--- src/rtl/cpu_ctrl_pkg.sv ---
// Shared definitions for the hardwired control sequencer: the step-state
// enum, opcode constants, IR field positions, the bundle of single-bit
// control lines, and opcode classification helpers.
package cpu_ctrl_pkg;

  // Fetch steps T0..T3, execute steps T4..T7, and an idle state.
  typedef enum logic [3:0] {
    S_IDLE,
    S_T0,
    S_T1,
    S_T2,
    S_T3,
    S_T4,
    S_T5,
    S_T6,
    S_T7
  } state_e;

  // Opcodes 00000..OP_ALU_LAST are three-register ALU operations whose
  // opcode is also the ALU function code.
  localparam logic [4:0] OP_ALU_LAST = 5'b01011;
  localparam logic [4:0] OP_MUL      = 5'b01111;
  localparam logic [4:0] OP_DIV      = 5'b10000;
  localparam logic [4:0] OP_NOP      = 5'b11010;
  localparam logic [4:0] OP_HALT     = 5'b11011;

  // IR field bit positions.
  localparam int OPC_MSB = 31;
  localparam int OPC_LSB = 27;
  localparam int RA_MSB  = 26;
  localparam int RA_LSB  = 23;
  localparam int RB_MSB  = 22;
  localparam int RB_LSB  = 19;
  localparam int RC_MSB  = 18;
  localparam int RC_LSB  = 15;

  // Single-bit bus-source and load-enable lines, registered as one bundle.
  typedef struct packed {
    logic pcOut;
    logic zLowOut;
    logic zHighOut;
    logic mdrOut;
    logic marIn;
    logic mdrIn;
    logic irIn;
    logic pcIn;
    logic yIn;
    logic zIn;
    logic loIn;
    logic hiIn;
    logic incPc;
    logic read;
  } ctrl_t;

  function automatic logic is_alu_class(input logic [4:0] opcode);
    return opcode <= OP_ALU_LAST;
  endfunction

  function automatic logic is_mul_div(input logic [4:0] opcode);
    return (opcode == OP_MUL) || (opcode == OP_DIV);
  endfunction

  function automatic logic is_legal(input logic [4:0] opcode);
    return is_alu_class(opcode) || is_mul_div(opcode) ||
           (opcode == OP_NOP) || (opcode == OP_HALT);
  endfunction

endpackage

--- src/rtl/control_sequencer_reg_select_decoder.sv ---
// Register-select decoder: turns a 4-bit register index into a 16-bit
// one-hot select, all zeros when not enabled.
//   index_i   register number 0..15
//   enable_i  assert the selected bit
//   onehot_o  bit n set selects register Rn
module reg_select_decoder (
  input  logic [3:0]  index_i,
  input  logic        enable_i,
  output logic [15:0] onehot_o
);

  always_comb begin
    onehot_o = '0;
    if (enable_i) begin
      onehot_o[index_i] = 1'b1;
    end
  end

endmodule

--- src/rtl/control_sequencer.sv ---
// Hardwired control sequencer: steps the datapath through instruction
// fetch (T0..T3) and execute (T4..T7) for ALU, MUL/DIV, NOP and HALT.
// All control outputs are registered, computed from the next state, so each
// line is glitch-free for the whole cycle of its step.
//   Clock, Resetn        clock; synchronous active-low reset
//   Run                  permits starting a new instruction
//   IR                   instruction register contents
//   Mem_ready            memory read data valid
//   PCout..MDRout, Rout  bus sources (at most one active per cycle)
//   Rin, MARin..HIin     load enables
//   IncPC, Read          PC increment request; memory read strobe
//   operation            ALU function code, held outside T5
//   Halted, Illegal      sticky halt flag; one-cycle illegal-opcode pulse
module control_sequencer
  import cpu_ctrl_pkg::*;
#(
  parameter logic [31:0] RUN_START_PC = 32'd0
) (
  input  logic        Clock,
  input  logic        Resetn,
  input  logic        Run,
  input  logic [31:0] IR,
  input  logic        Mem_ready,
  output logic        PCout,
  output logic        Zlowout,
  output logic        ZHighout,
  output logic        MDRout,
  output logic [15:0] Rout,
  output logic [15:0] Rin,
  output logic        MARin,
  output logic        MDRin,
  output logic        IRin,
  output logic        PCin,
  output logic        Yin,
  output logic        Zin,
  output logic        LOin,
  output logic        HIin,
  output logic        IncPC,
  output logic        Read,
  output logic [4:0]  operation,
  output logic        Halted,
  output logic        Illegal
);

  state_e      state_q, state_d;
  ctrl_t       ctl_q, ctl_d;
  logic        halted_q, halted_d;
  logic        illegal_q, illegal_d;
  logic [4:0]  op_q, op_d;
  logic [15:0] rout_q, rout_d;
  logic [15:0] rin_q, rin_d;
  logic [3:0]  routIdx_d, rinIdx_d;
  logic        routEn_d, rinEn_d;

  logic [4:0]  opcode;
  logic [3:0]  ra, rb, rc;
  logic        isMulDiv;
  logic        unusedBits;

  assign opcode   = IR[OPC_MSB:OPC_LSB];
  assign ra       = IR[RA_MSB:RA_LSB];
  assign rb       = IR[RB_MSB:RB_LSB];
  assign rc       = IR[RC_MSB:RC_LSB];
  assign isMulDiv = is_mul_div(opcode);

  // The low IR bits carry no control information and the start PC is
  // owned by the datapath.
  assign unusedBits = ^{IR[RC_LSB-1:0], RUN_START_PC};

  // Step sequencing. NOP, HALT and illegal opcodes finish after the IR load
  // step; a finished instruction chains straight into the next fetch while
  // Run is high. Run is only looked at on instruction boundaries, so dropping
  // it mid-instruction never cuts the instruction short.
  always_comb begin
    state_d   = state_q;
    halted_d  = halted_q;
    illegal_d = 1'b0;
    case (state_q)
      S_IDLE: if (Run && !halted_q) state_d = S_T0;
      S_T0:   state_d = S_T1;
      S_T1:   state_d = S_T2;
      S_T2:   if (Mem_ready) state_d = S_T3;
      S_T3: begin
        if (is_alu_class(opcode) || isMulDiv) begin
          state_d = S_T4;
        end else if (opcode == OP_HALT) begin
          halted_d = 1'b1;
          state_d  = S_IDLE;
        end else begin
          illegal_d = !is_legal(opcode);
          state_d   = Run ? S_T0 : S_IDLE;
        end
      end
      S_T4:   state_d = S_T5;
      S_T5:   state_d = S_T6;
      S_T6:   state_d = isMulDiv ? S_T7 : (Run ? S_T0 : S_IDLE);
      S_T7:   state_d = Run ? S_T0 : S_IDLE;
      default: state_d = S_IDLE;
    endcase
  end

  // Control lines for the step being entered. MUL/DIV read Ra then Rb into
  // the ALU, while ALU-class instructions read Rb then Rc and write Ra.
  always_comb begin
    ctl_d     = '0;
    routEn_d  = 1'b0;
    routIdx_d = '0;
    rinEn_d   = 1'b0;
    rinIdx_d  = '0;
    op_d      = op_q;
    case (state_d)
      S_T0: begin
        ctl_d.pcOut = 1'b1;
        ctl_d.marIn = 1'b1;
        ctl_d.incPc = 1'b1;
        ctl_d.zIn   = 1'b1;
      end
      S_T1: begin
        ctl_d.zLowOut = 1'b1;
        ctl_d.pcIn    = 1'b1;
      end
      S_T2: begin
        ctl_d.read  = 1'b1;
        ctl_d.mdrIn = 1'b1;
      end
      S_T3: begin
        ctl_d.mdrOut = 1'b1;
        ctl_d.irIn   = 1'b1;
      end
      S_T4: begin
        ctl_d.yIn = 1'b1;
        routEn_d  = 1'b1;
        routIdx_d = isMulDiv ? ra : rb;
      end
      S_T5: begin
        ctl_d.zIn = 1'b1;
        routEn_d  = 1'b1;
        routIdx_d = isMulDiv ? rb : rc;
        op_d      = opcode;
      end
      S_T6: begin
        ctl_d.zLowOut = 1'b1;
        if (isMulDiv) begin
          ctl_d.loIn = 1'b1;
        end else begin
          rinEn_d  = 1'b1;
          rinIdx_d = ra;
        end
      end
      S_T7: begin
        ctl_d.zHighOut = 1'b1;
        ctl_d.hiIn     = 1'b1;
      end
      default: ;
    endcase
  end

  reg_select_decoder uRoutDecoder (
    .index_i  (routIdx_d),
    .enable_i (routEn_d),
    .onehot_o (rout_d)
  );

  reg_select_decoder uRinDecoder (
    .index_i  (rinIdx_d),
    .enable_i (rinEn_d),
    .onehot_o (rin_d)
  );

  // State and every output register; reset clears all of them from any step.
  always_ff @(posedge Clock) begin
    if (!Resetn) begin
      state_q   <= S_IDLE;
      ctl_q     <= '0;
      halted_q  <= 1'b0;
      illegal_q <= 1'b0;
      op_q      <= '0;
      rout_q    <= '0;
      rin_q     <= '0;
    end else begin
      state_q   <= state_d;
      ctl_q     <= ctl_d;
      halted_q  <= halted_d;
      illegal_q <= illegal_d;
      op_q      <= op_d;
      rout_q    <= rout_d;
      rin_q     <= rin_d;
    end
  end

  assign PCout     = ctl_q.pcOut;
  assign Zlowout   = ctl_q.zLowOut;
  assign ZHighout  = ctl_q.zHighOut;
  assign MDRout    = ctl_q.mdrOut;
  assign MARin     = ctl_q.marIn;
  assign MDRin     = ctl_q.mdrIn;
  assign IRin      = ctl_q.irIn;
  assign PCin      = ctl_q.pcIn;
  assign Yin       = ctl_q.yIn;
  assign Zin       = ctl_q.zIn;
  assign LOin      = ctl_q.loIn;
  assign HIin      = ctl_q.hiIn;
  assign IncPC     = ctl_q.incPc;
  assign Read      = ctl_q.read;
  assign Rout      = rout_q;
  assign Rin       = rin_q;
  assign operation = op_q;
  assign Halted    = halted_q;
  assign Illegal   = illegal_q;

endmodule

--- config.mk ---
export PLATFORM = sky130hd
export DESIGN_NAME = control_sequencer
export DESIGN_NICKNAME = d
export VERILOG_FILES = /design/src/rtl/cpu_ctrl_pkg.sv /design/src/rtl/control_sequencer_reg_select_decoder.sv /design/src/rtl/control_sequencer.sv
export SDC_FILE = /design/constraint.sdc
export NUM_CORES = 1
export LEC_CHECK = 0
export ABC_AREA = 1
export CAP_MARGIN = 20
export CORE_MARGIN = 5
export CORE_UTILIZATION = 37
export DETAILED_ROUTE_END_ITERATION = 8
export PLACE_DENSITY = 0.76
export SLEW_MARGIN = 20
export SYNTH_ARGS = -nofsm -noshare
export SYNTH_HDL_FRONTEND = slang
export SYNTH_SLANG_ARGS = --single-unit
--- constraint.sdc ---
create_clock -name Clock -period 1.4 [get_ports Clock]
set_input_delay 0.14 -clock Clock [delete_from_list [all_inputs] [get_ports Clock]]
set_output_delay 0.14 -clock Clock [all_outputs]
set_load 0.02 [all_outputs]
==> results of run 1 <==
[tightest hold or removal path, delay by kind of cell]
family / cells / cell delay, ps
AOI/OAI and AO/OA: 1 / 110
buffers and inverters: 1 / 220
and+or+nand+nor: 1 / 80
[final timing paths]
path | cells after the start | slack, ps | end
setup / recovery | 11 | 20 | Zin
hold / removal | 3 | 290 | operation[1]
setup reg to reg | 11 | 20 | Zin
hold reg to reg | 2 | 480 | Halted
[metrics by stage]
step	cell area (um^2)	TNS, ps	utilization (%)	total power, W	hold WS, ps
final	3320	0	65.1	0.00300	291
after global routing	3320	-228	65.1	0.00312	334
after CTS	3070	-1.29	60.1	0.00294	335
after detailed placement	2920	-14720	57.2	0.00195	480
after global placement	2920	-13370	57.2	0.00195	480
after floorplan	1940	0	-	0.00175	304
[power breakdown]
group	total, W	switching, W	internal (W)	leakage (nW)
registers	0.00153	0.0000230	0.00151	0.421
clock network	0.00100	0.000464	0.000540	0.0558
logic	0.000462	0.000248	0.000214	1.41
[kinds of logic (layout without fill, tap and decap cells)]
family | count (synthesis) | in the layout
and+or+nand+nor | 157 | 158
DFF | 52 | 52
buffers and inverters | 33 | 139
AOI/OAI and AO/OA | 12 | 12
[synth_stat cells]
master | instances | area [um^2]
nand2_1 | 63 | 236
nor2_1 | 59 | 221
dfxtp_1 | 52 | 1040
inv_1 | 24 | 90.1
nand3_1 | 16 | 80.1
nand4_1 | 6 | 37.5
o21ai_0 | 6 | 30.0
a21oi_1 | 5 | 25.0
buf_4 | 5 | 37.5
nand2_2 | 3 | 18.8
nor3_1 | 3 | 15.0
nand2_4 | 2 | 22.5
nand3_2 | 2 | 20.0
nor2_2 | 2 | 12.5
a31oi_1 | 1 | 6.26
buf_2 | 1 | 5.00
buf_6 | 1 | 11.3
clkbuf_1 | 1 | 3.75
clkinv_1 | 1 | 3.75
nand3_4 | 1 | 17.5
[area by class of cell]
type / count / area [um^2]
clock inverters: 2 / 38.8
repair buffers: 106 / 1030
multi-input cells: 170 / 945
flip-flops and latches: 52 / 1050
fillers: 434 / 1780
well taps: 70 / 87.6
inverters: 25 / 98.8
clock buffers: 6 / 72.6
[flip-flops by register name, indices dropped and copies added, names as in the netlist]
register,count
HIin,1
Halted,1
IRin,1
Illegal,1
IncPC,1
LOin,1
PCin,1
Read,1
Rin,16
Rout,16
Yin,1
Zin,1
Zlowout,1
operation,5
state_q,4
[timing repair]
item                       in CTS  in global routing
cloned                          1                  0
setup endpoints to repair      37                 62
gates resized for setup        28                 83
buffers inserted                0                  3
hold endpoints to repair        0                  0
pin swaps                       5                 22
[metal layers]
| layer | GRT usage (%) | share of wire (%) |
|---|---|---|
| met1 | 18.1 | 40 |
| met2 | 28.8 | 51 |
| met3 | 3.80 | 5.8 |
| met4 | 6.15 | 2.8 |
| met5 | 0 | 0 |
==> run_results.csv, run 1 <==
group,metric,value,unit
grt,antenna_found_initial,0,
setup_path,cpMostUsedCell,"nand2_1",
detailed_routing,antenna_left,0,
grt,grt_pass1_vias,1907,
yosys,ys_ff_latch,52,
yosys,synth_top_family_by_area,"simple AND/OR/NAND/NOR gates",
setup_path,crit_chain,"buf_6, nand2_4, nor3_2, nand2_1, nand2_1, inv_2, nand2_2, nor2_2, nand2_1, nand3_2, nand2_1",
layout,antenna_cells,0,
detailed_routing,avgRoutedWirePerCell,12.6,um
setup_path,r2r_start,"state_q[1]",
floorplan,pin_count,89,
yosys,yosys.area_share.adder,0,%
sta,fmax,723,MHz
yosys,ys_warn_count,0,
yosys,synth_simple_gate_area_share,35.2,%
layout,area_growth,71.7,%
clocking,cts-htree-levels,2,
setup_path,cp-startpoint,"state_q[1]",
floorplan,start_util,37.9,%
pwr,p_leak,1.89,nW
sta,period_share,98.8,%
pwr,ir_drop,0.000440,V
sta,tightest_slew,266,ps
setup_path,worstPathRequired,1650,ps
min_path,hold_path.class,"in -> reg",
min_path,hp-start,"IR[28]",
grt,grt_usage,16.0,%
sta,finalWorstSetupSlack,16.6,ps
setup_path,criticalPathCategory,"reg -> reg",
clocking,holdBufCountCts,0,
yosys,synth.avg_cell_area,7.62,um^2
yosys,ys_seq_area_share,53.8,%
detailed_routing,viasPerCell,4.53,
yosys,synth_xor_area_share,0,%
setup_path,path_max_fanout,4,
grt,grt_pass1_wl,8290,um
clocking,clockBufferDepth,2,
floorplan,rows,26,
sta,drv_slew,0,
floorplan,die_y,82.3,um
setup_path,critPathBufInv,2,
placed_design,portBuffers,73,
detailed_routing,drt-total-wl,5440,um
grt,grt_start_max_net_pins,17,
setup_path,cp_data_arrival_time,1630,ps
placed_design,gp_congestion,0.921,
yosys,syn_nets,290,
yosys,syn_inst,254,
placed_design,dpl.cell_count,419,
layout,layout_common_cells,"dfxtp_1, nor2_1, nand2_1",
sta,rsz0062_at_grt,"yes",
clocking,cts_tree,"done",
clocking,root_buffer,"clkbuf_8",
clocking,cts_buffers,5,
layout,layout.cells.non_filler,431,
setup_path,cp-end-kind,"register",
clocking,cts.sinks,52,
sta,setup_viol,0,
detailed_routing,firstDrtPassIters,4,
clocking,clk-insertion-delay-late,300,ps
yosys,syn_area,1940,um^2
detailed_routing,dr_total_vias,1951,
layout,drive_gt1_share,28.8,%
grt,overflow,0,
setup_path,start_kind,"register",
floorplan,die_w,82.3,um
detailed_routing,drc,0,
layout,mostFrequentLayoutCell,"dfxtp_1",
yosys,synthDistinctLibCells,20,
placed_design,dp_hpwl,4000,um
setup_path,critical-path-top-delay-family,"simple AND/OR/NAND/NOR gates",
clocking,path_clk_slew,90,ps
sta,finalClockSkew,4.01,ps
sta,period_needed,1380,ps
detailed_routing,drt_iter0_markers,95,
run,cap_violations,0,
setup_path,critPathMaxStageDelay,380,ps
floorplan,core-area,5110,um^2
run_status,status,"finished, final reports clean",
yosys,muxShareOfSynthArea,0,%
sta,relSlewSlack,82.3,%
floorplan,die_area,6780,um^2
placed_design,dpl_worst_slack,-493,ps
sta,finalHoldViolations,0,
layout,layout.nets,396,
pwr,p_per_area,903,nW/um^2
setup_path,crit_slowest_cell,"dfxtp_4",
yosys,synth-compound-area-share,3.17,%
Note: power is estimated with default switching activity, not from simulation.
==> run 2: changes to the inputs <==
Settings changed: SKIP_LAST_GASP set to 1.
Clock period 1.4 ns to 1.1 ns, I/O delays scaled along.
==> run 2 against run 1 <==
  * The flow now finishes with violations (negative setup slack)
  * Cell count grew 3.2%
  * Combinational power up 54%
  * Power grew 25%
  * Clock power grew 8%
  * Global-route usage rose by 2.9 points
  * Largest cell class is now multi-input combinational cells
==> run_results.csv, run 2 (synthesis results as in run 1) <==
group,metric,value,unit
detailed_routing,drt_iter0_markers,129,
grt,grt_pass1_wl,9650,um
sta,finalHoldViolations,0,
detailed_routing,dr_total_vias,2198,
layout,area_growth,88.0,%
run_status,violations,"negative setup slack",
floorplan,die_area,6780,um^2
run,cap_violations,0,
sta,holdWs,116,ps
pwr,total_power,0.00375,W
layout,fillCellCount,385,
detailed_routing,avgRoutedWirePerCell,16.0,um
sta,rsz0062_at_grt,"yes",
layout,ff_latch_area,1050,um^2
setup_path,cp_data_arrival_time,1690,ps
sta,setup_viol,46,
sta,fmax,681,MHz
clocking,clockBufferDepth,2,
sta,period_needed,1470,ps
floorplan,die_y,82.3,um
sta,relSlewSlack,78.7,%
clocking,cts.sinks,52,
layout,final_util,71.2,%
pwr,p_leak,1.69,nW
clocking,path_clk_slew,100,ps
layout,antenna_cells,0,
floorplan,pin_count,89,
layout,multi_input_area,1260,um^2
clocking,cts_buffers,5,
setup_path,criticalPathCategory,"reg -> reg",
grt,antenna_found_initial,0,
detailed_routing,drt-met1-wl,2520,um
grt,grt_pass1_vias,2057,
sta,finalWorstSetupSlack,-369,ps
pwr,ir_drop,0.000692,V
detailed_routing,drc,0,
floorplan,start_util,37.9,%
grt,overflow,0,
clocking,cts-htree-levels,2,
sta,period_share,134,%
detailed_routing,wl_met3,381,um
placed_design,dpl.cell_count,424,
floorplan,core-area,5110,um^2
run_status,status,"finished, violations left",
sta,finalClockSkew,9.30,ps
sta,tightest_slew,318,ps
detailed_routing,top_layer,"met4",
detailed_routing,antenna_left,0,
sta,fin_setup_tns,-10080,ps
clocking,cts_tree,"done",
pwr,p_per_area,1030,nW/um^2
setup_path,cp-end-kind,"register",
placed_design,dp_hpwl,4190,um
clocking,clk-insertion-delay-late,310,ps
clocking,root_buffer,"clkbuf_8",
layout,layout_common_cells,"dfxtp_1, buf_4, nor2_1",
layout,drive_gt1_share,49.6,%
layout,mostFrequentLayoutCell,"dfxtp_1",
placed_design,gp_congestion,0.874,
detailed_routing,drt-total-wl,7140,um
setup_path,crit_slowest_cell,"dfxtp_4",
min_path,hold_path.class,"in -> reg",
floorplan,rows,26,
setup_path,worstPathRequired,1320,ps
setup_path,crit_chain,"nor2_4, inv_2, nor2_4, nand2_4, inv_8, nand2_4, nand2_4, nor2_4, nand2_4, nor2_1",
layout,layout.nets,410,
setup_path,start_kind,"register",
layout,layout.cells.non_filler,445,
sta,drv_slew,0,
grt,grt_usage,18.9,%
setup_path,critPathMaxStageDelay,380,ps
detailed_routing,firstDrtPassIters,4,
detailed_routing,viasPerCell,4.94,
floorplan,die_w,82.3,um
setup_path,critPathBufInv,2,
placed_design,portBuffers,73,
detailed_routing,dr_wl_met2,3960,um
setup_path,path_max_fanout,5,
setup_path,critical-path-top-delay-family,"simple AND/OR/NAND/NOR gates",
grt,grt_start_max_net_pins,18,
setup_path,cpMostUsedCell,"nand2_4",
## run 2: worst paths after layout
path | from | end | slack [ps] | cells after the start
worst max-delay path | state_q[0] | Rout[5] | -370 | 10
worst min-delay path | IR[27] | operation[0] | 120 | 3
worst max register to register | state_q[0] | Rout[5] | -370 | 10
worst min register to register | operation[0] | operation[0] | 500 | 2
## run 2: what timing repair did
item / 4_1_cts / 5_1_grt
setup buffers: 10 / 4
gates cloned: 2 / 0
pin swaps: 39 / 39
hold buffers: 0 / 0
setup endpoints to repair: 100 / 88
gates resized for setup: 166 / 104
## run 2: metrics by stage
stage | setup slack, ps | cell area, um^2
floorplan | -107 | 2010
global placement | -737 | 3020
detailed placement | -761 | 3020
CTS | -270 | 3510
global route | -408 | 3640
finish | -369 | 3640
## run 2: final cells by class
class | count | area share [%]
clock inverters | 3 | 0.585
flip-flops and latches | 52 | 29.0
well taps | 70 | 2.41
repair buffers | 120 | 28.3
multi-input cells | 170 | 34.6
inverters | 25 | 3.30
clock buffers | 5 | 1.89
## run 2: report_power, final
group          total [W]  switching, W  internal [W]
clock network    0.00108      0.000631      0.000452
logic           0.000710      0.000399      0.000310
registers        0.00196     0.0000353       0.00192
total            0.00375       0.00107       0.00269
## run 2: layer usage
metal | vias to the layer above | GRT usage [%]
met5 | - | 0
met4 | 0 | 8.14
met3 | 26 | 4.23
met2 | 96 | 34.9
met1 | 1041 | 20.5
li1 | 1035 | -
## run 2: tightest hold or removal path, delay by kind of cell
family | cells | cell delay (ps)
buf+inv | 1 | 140
compound gates | 1 | 80
simple gates | 1 | 70
==> variant: new RTL, settings of run 2 <==
Re-encode `state_e` (9 states) as one-hot, 9 bits wide.
--- a/src/rtl/cpu_ctrl_pkg.sv
+++ b/src/rtl/cpu_ctrl_pkg.sv
@@ -4,16 +4,16 @@
 package cpu_ctrl_pkg;
 
   // Fetch steps T0..T3, execute steps T4..T7, and an idle state.
-  typedef enum logic [3:0] {
-    S_IDLE,
-    S_T0,
-    S_T1,
-    S_T2,
-    S_T3,
-    S_T4,
-    S_T5,
-    S_T6,
-    S_T7
+  typedef enum logic [8:0] {
+    S_IDLE = 9'b000000001,
+    S_T0   = 9'b000000010,
+    S_T1   = 9'b000000100,
+    S_T2   = 9'b000001000,
+    S_T3   = 9'b000010000,
+    S_T4   = 9'b000100000,
+    S_T5   = 9'b001000000,
+    S_T6   = 9'b010000000,
+    S_T7   = 9'b100000000
   } state_e;
 
   // Opcodes 00000..OP_ALU_LAST are three-register ALU operations whose
Check against the original RTL: no difference found for any inputs over 10 cycles, from zero or initial values and one cycle with Resetn low; not proved beyond that.
==> variant against run 2 <==
The flow still finishes with violations (setup timing); sequential cell count rose by 5; synthesized area rose by 17%; design area up 4.3%; setup slack better by 11 ps; power rose by 30%; count of clock-buffer cells in the layout up 7; clock power is 110% higher; critical path depth fell by 1; wire length is 12% lower; hold slack better by 200 ps; global-route usage down 1.6 points; critical endpoint is now Rout[4]; largest cell class unchanged.
==> variant: results (changes against run 2) <==
- Share of layout cells above drive strength 1: 40.4% (was 49.6%)
- Cell variety after synth: 23 (was 20)
- Initial DRC count: 49 (was 129)
- Vias in the first global route: 2298 (was 2057)
- PnR worst setup slack: -358 ps (was -369 ps)
- Largest net degree at the start of global routing: 11 (was 18)
- Reg2reg end: Rout[4] (was Rout[5])
- Hold WC Path Type: in2reg (unchanged)
- Global-route wire length before repair: 10.2 mm (was 9.65 mm)
- Diode count: 0 (unchanged)
- Sequential fraction of the synthesis area: 50.5% (was 53.8%)
- Overall Global Routing Usage: 17.3% (was 18.9%)
- IO buf count: 73 (unchanged)
- Root buffer cell: clkbuf_8 (unchanged)
- Syn_nets: 320 (was 290)
- Layout fillers: 506 (was 385)
- Number of flops mapped to enable cells by yosys: 0 (unchanged)
- Commonest cells in the netlist: nor2_1 (63), dfxtp_1 (57), nand2_1 (47) (was nand2_1 (63), nor2_1 (59), dfxtp_1 (52))
- CTS buffer count: 9 (was 5)
- R2R depth: 9 (was 10)
- Worst Path Max Fanout: 6 (was 5)
- Clock slew at reported path FFs: 70 ps (was 100 ps)
- Total Wirelength: 6.31 mm (was 7.14 mm)
- Total negative setup slack: -14750 ps (was -10080 ps)
- Async set or reset register ratio after synthesis: 0% (unchanged)
- Nets: 444 (was 410)
- Final Wtd Congestion: 0.753 (was 0.874)
- Placed cell area: 3380 µm² (was 3020 µm²)
- Crit path to: Rout[4] (was Rout[5])
- Synth Warn #: 0 (unchanged)
- Initial antenna violation count: 0 (unchanged)
- Status: finished with violations (unchanged)
- Clock skew: 11.6 ps (was 9.30 ps)
- DR pass1 iterations: 4 (unchanged)
- Final ANT Viol Nets: 0 (unchanged)
- Crit path from: state_q[1] (was state_q[0])
- Via Count: 2247 (was 2198)
- Top FF cell, synth: dfxtp_1 (unchanged)
- Worst-Margin Slew: 333 ps (was 318 ps)
- Internal power: 3780 µW (was 2690 µW)
- VDD IR max: 0.00109 V (was 0.000692 V)
- Failing checks: setup timing (unchanged)
- H-tree depth: 3 (was 2)
- Min-delay src: IR[27] (unchanged)
- Clk_lat worst skew: 340 ps (was 310 ps)
- CTS Buffer Depth: 2 (unchanged)
- Leak: 0.00168 µW (was 0.00169 µW)
- Worst path arrival time: 1690 ps (about the same)
- Finish-stage setup viols: 56 (was 46)
- Final HPWL DP: 4.42 mm (was 4.19 mm)
- Area contributors post-synth: dfxtp_1 (51%), nor2_1 (10%), nand2_1 (7.8%) (was dfxtp_1 (54%), nand2_1 (12%), nor2_1 (11%))
==> variant: cell types whose count changed after synthesis, sizes merged, moves of 4 or more <==
cell          run 2  this run
nor4              0         4
nand2            68        57
nand4             6         2
inv              24        33
o21ai             6        11
a21oi             5         9
nor2             61        71
dfxtp            52        57
nand3            19        28
==> variant: worst min path at each step <==
stage	to	cells past startpoint	slack [ps]
3_5_place_dp	operation[3]	2	510
6_report	operation[0]	4	320
2_1_floorplan	operation[1]	2	240
4_1_cts	operation[0]	4	310
3_3_place_gp	operation[1]	2	500
5_1_grt	operation[2]	4	340
==> variant: kinds of logic (layout without fill, tap and decap cells) <==
| group | after synthesis | in the layout | share of synthesized area, % |
|---|---|---|---|
| buffers and inverters | 41 | 168 | 7.98 |
| AO/OA/AOI/OAI | 20 | 20 | 5.10 |
| AND/OR/NAND/NOR | 166 | 168 | 36.4 |
| flip-flops | 57 | 57 | 50.5 |
==> variant: stage by stage <==
| stage | utilization, % | std cells | setup WS (ps) | hold WS (ps) |
|---|---|---|---|---|
| floorplan | - | 284 | -235 | 245 |
| finish | 64.1 | 488 | -358 | 316 |
| CTS | 64.2 | 486 | -344 | 314 |
| detailed placement | 57.1 | 460 | -665 | 513 |
| global placement | 57.1 | 460 | -592 | 505 |
| global route | 64.1 | 488 | -446 | 335 |
==> variant: cell type report <==
| cell class | count | share of cell area, % |
|---|---|---|
| Inverter | 33 | 3.33 |
| Sequential cell | 57 | 30.3 |
| Multi-Input combinational cell | 188 | 30.6 |
| Clock inverter | 4 | 1.95 |
| Clock buffer | 12 | 4.35 |
| Timing Repair Buffer | 119 | 27.0 |
| Tap cell | 75 | 2.47 |
==> variant: critical path: stages (launching register included) <==
cell and delay (ps):
dfxtp_2 330, nor2_4 130, nand3_4 130, nor2_4 220
buf_4 160, nand2_1 80, nand2_4 100, nor2_2 50
nand2_1 90, nor2_1 50
==> variant: layer usage <==
metal / vias up / wire length, µm / global-route usage (%)
met4: 0 / 154 / 8.79
met3: 11 / 409 / 4.89
met1: 1023 / 2540 / 18.7
li1: 1137 / - / -
met5: - / 0 / 0
met2: 76 / 3210 / 30.6
==> variant: timing repair <==
action / 4_1_cts / 5_1_grt
pin swaps: 14 / 5
buffers inserted: 9 / 2
gates cloned: 2 / 0
hold buffers: 0 / 0
resized for setup: 134 / 56
setup endpoints to repair: 110 / 96
==> variant: power by group through the flow <==
| stage | clock, µW | combinational [µW] | sequential (µW) |
|---|---|---|---|
| 2_1_floorplan | 0 | 204 | 2170 |
| 3_3_place_gp | 0 | 451 | 2150 |
| 3_5_place_dp | 0 | 458 | 2150 |
| 4_1_cts | 2330 | 483 | 2110 |
| 5_1_grt | 2430 | 530 | 2110 |
| 6_report | 2280 | 485 | 2110 |
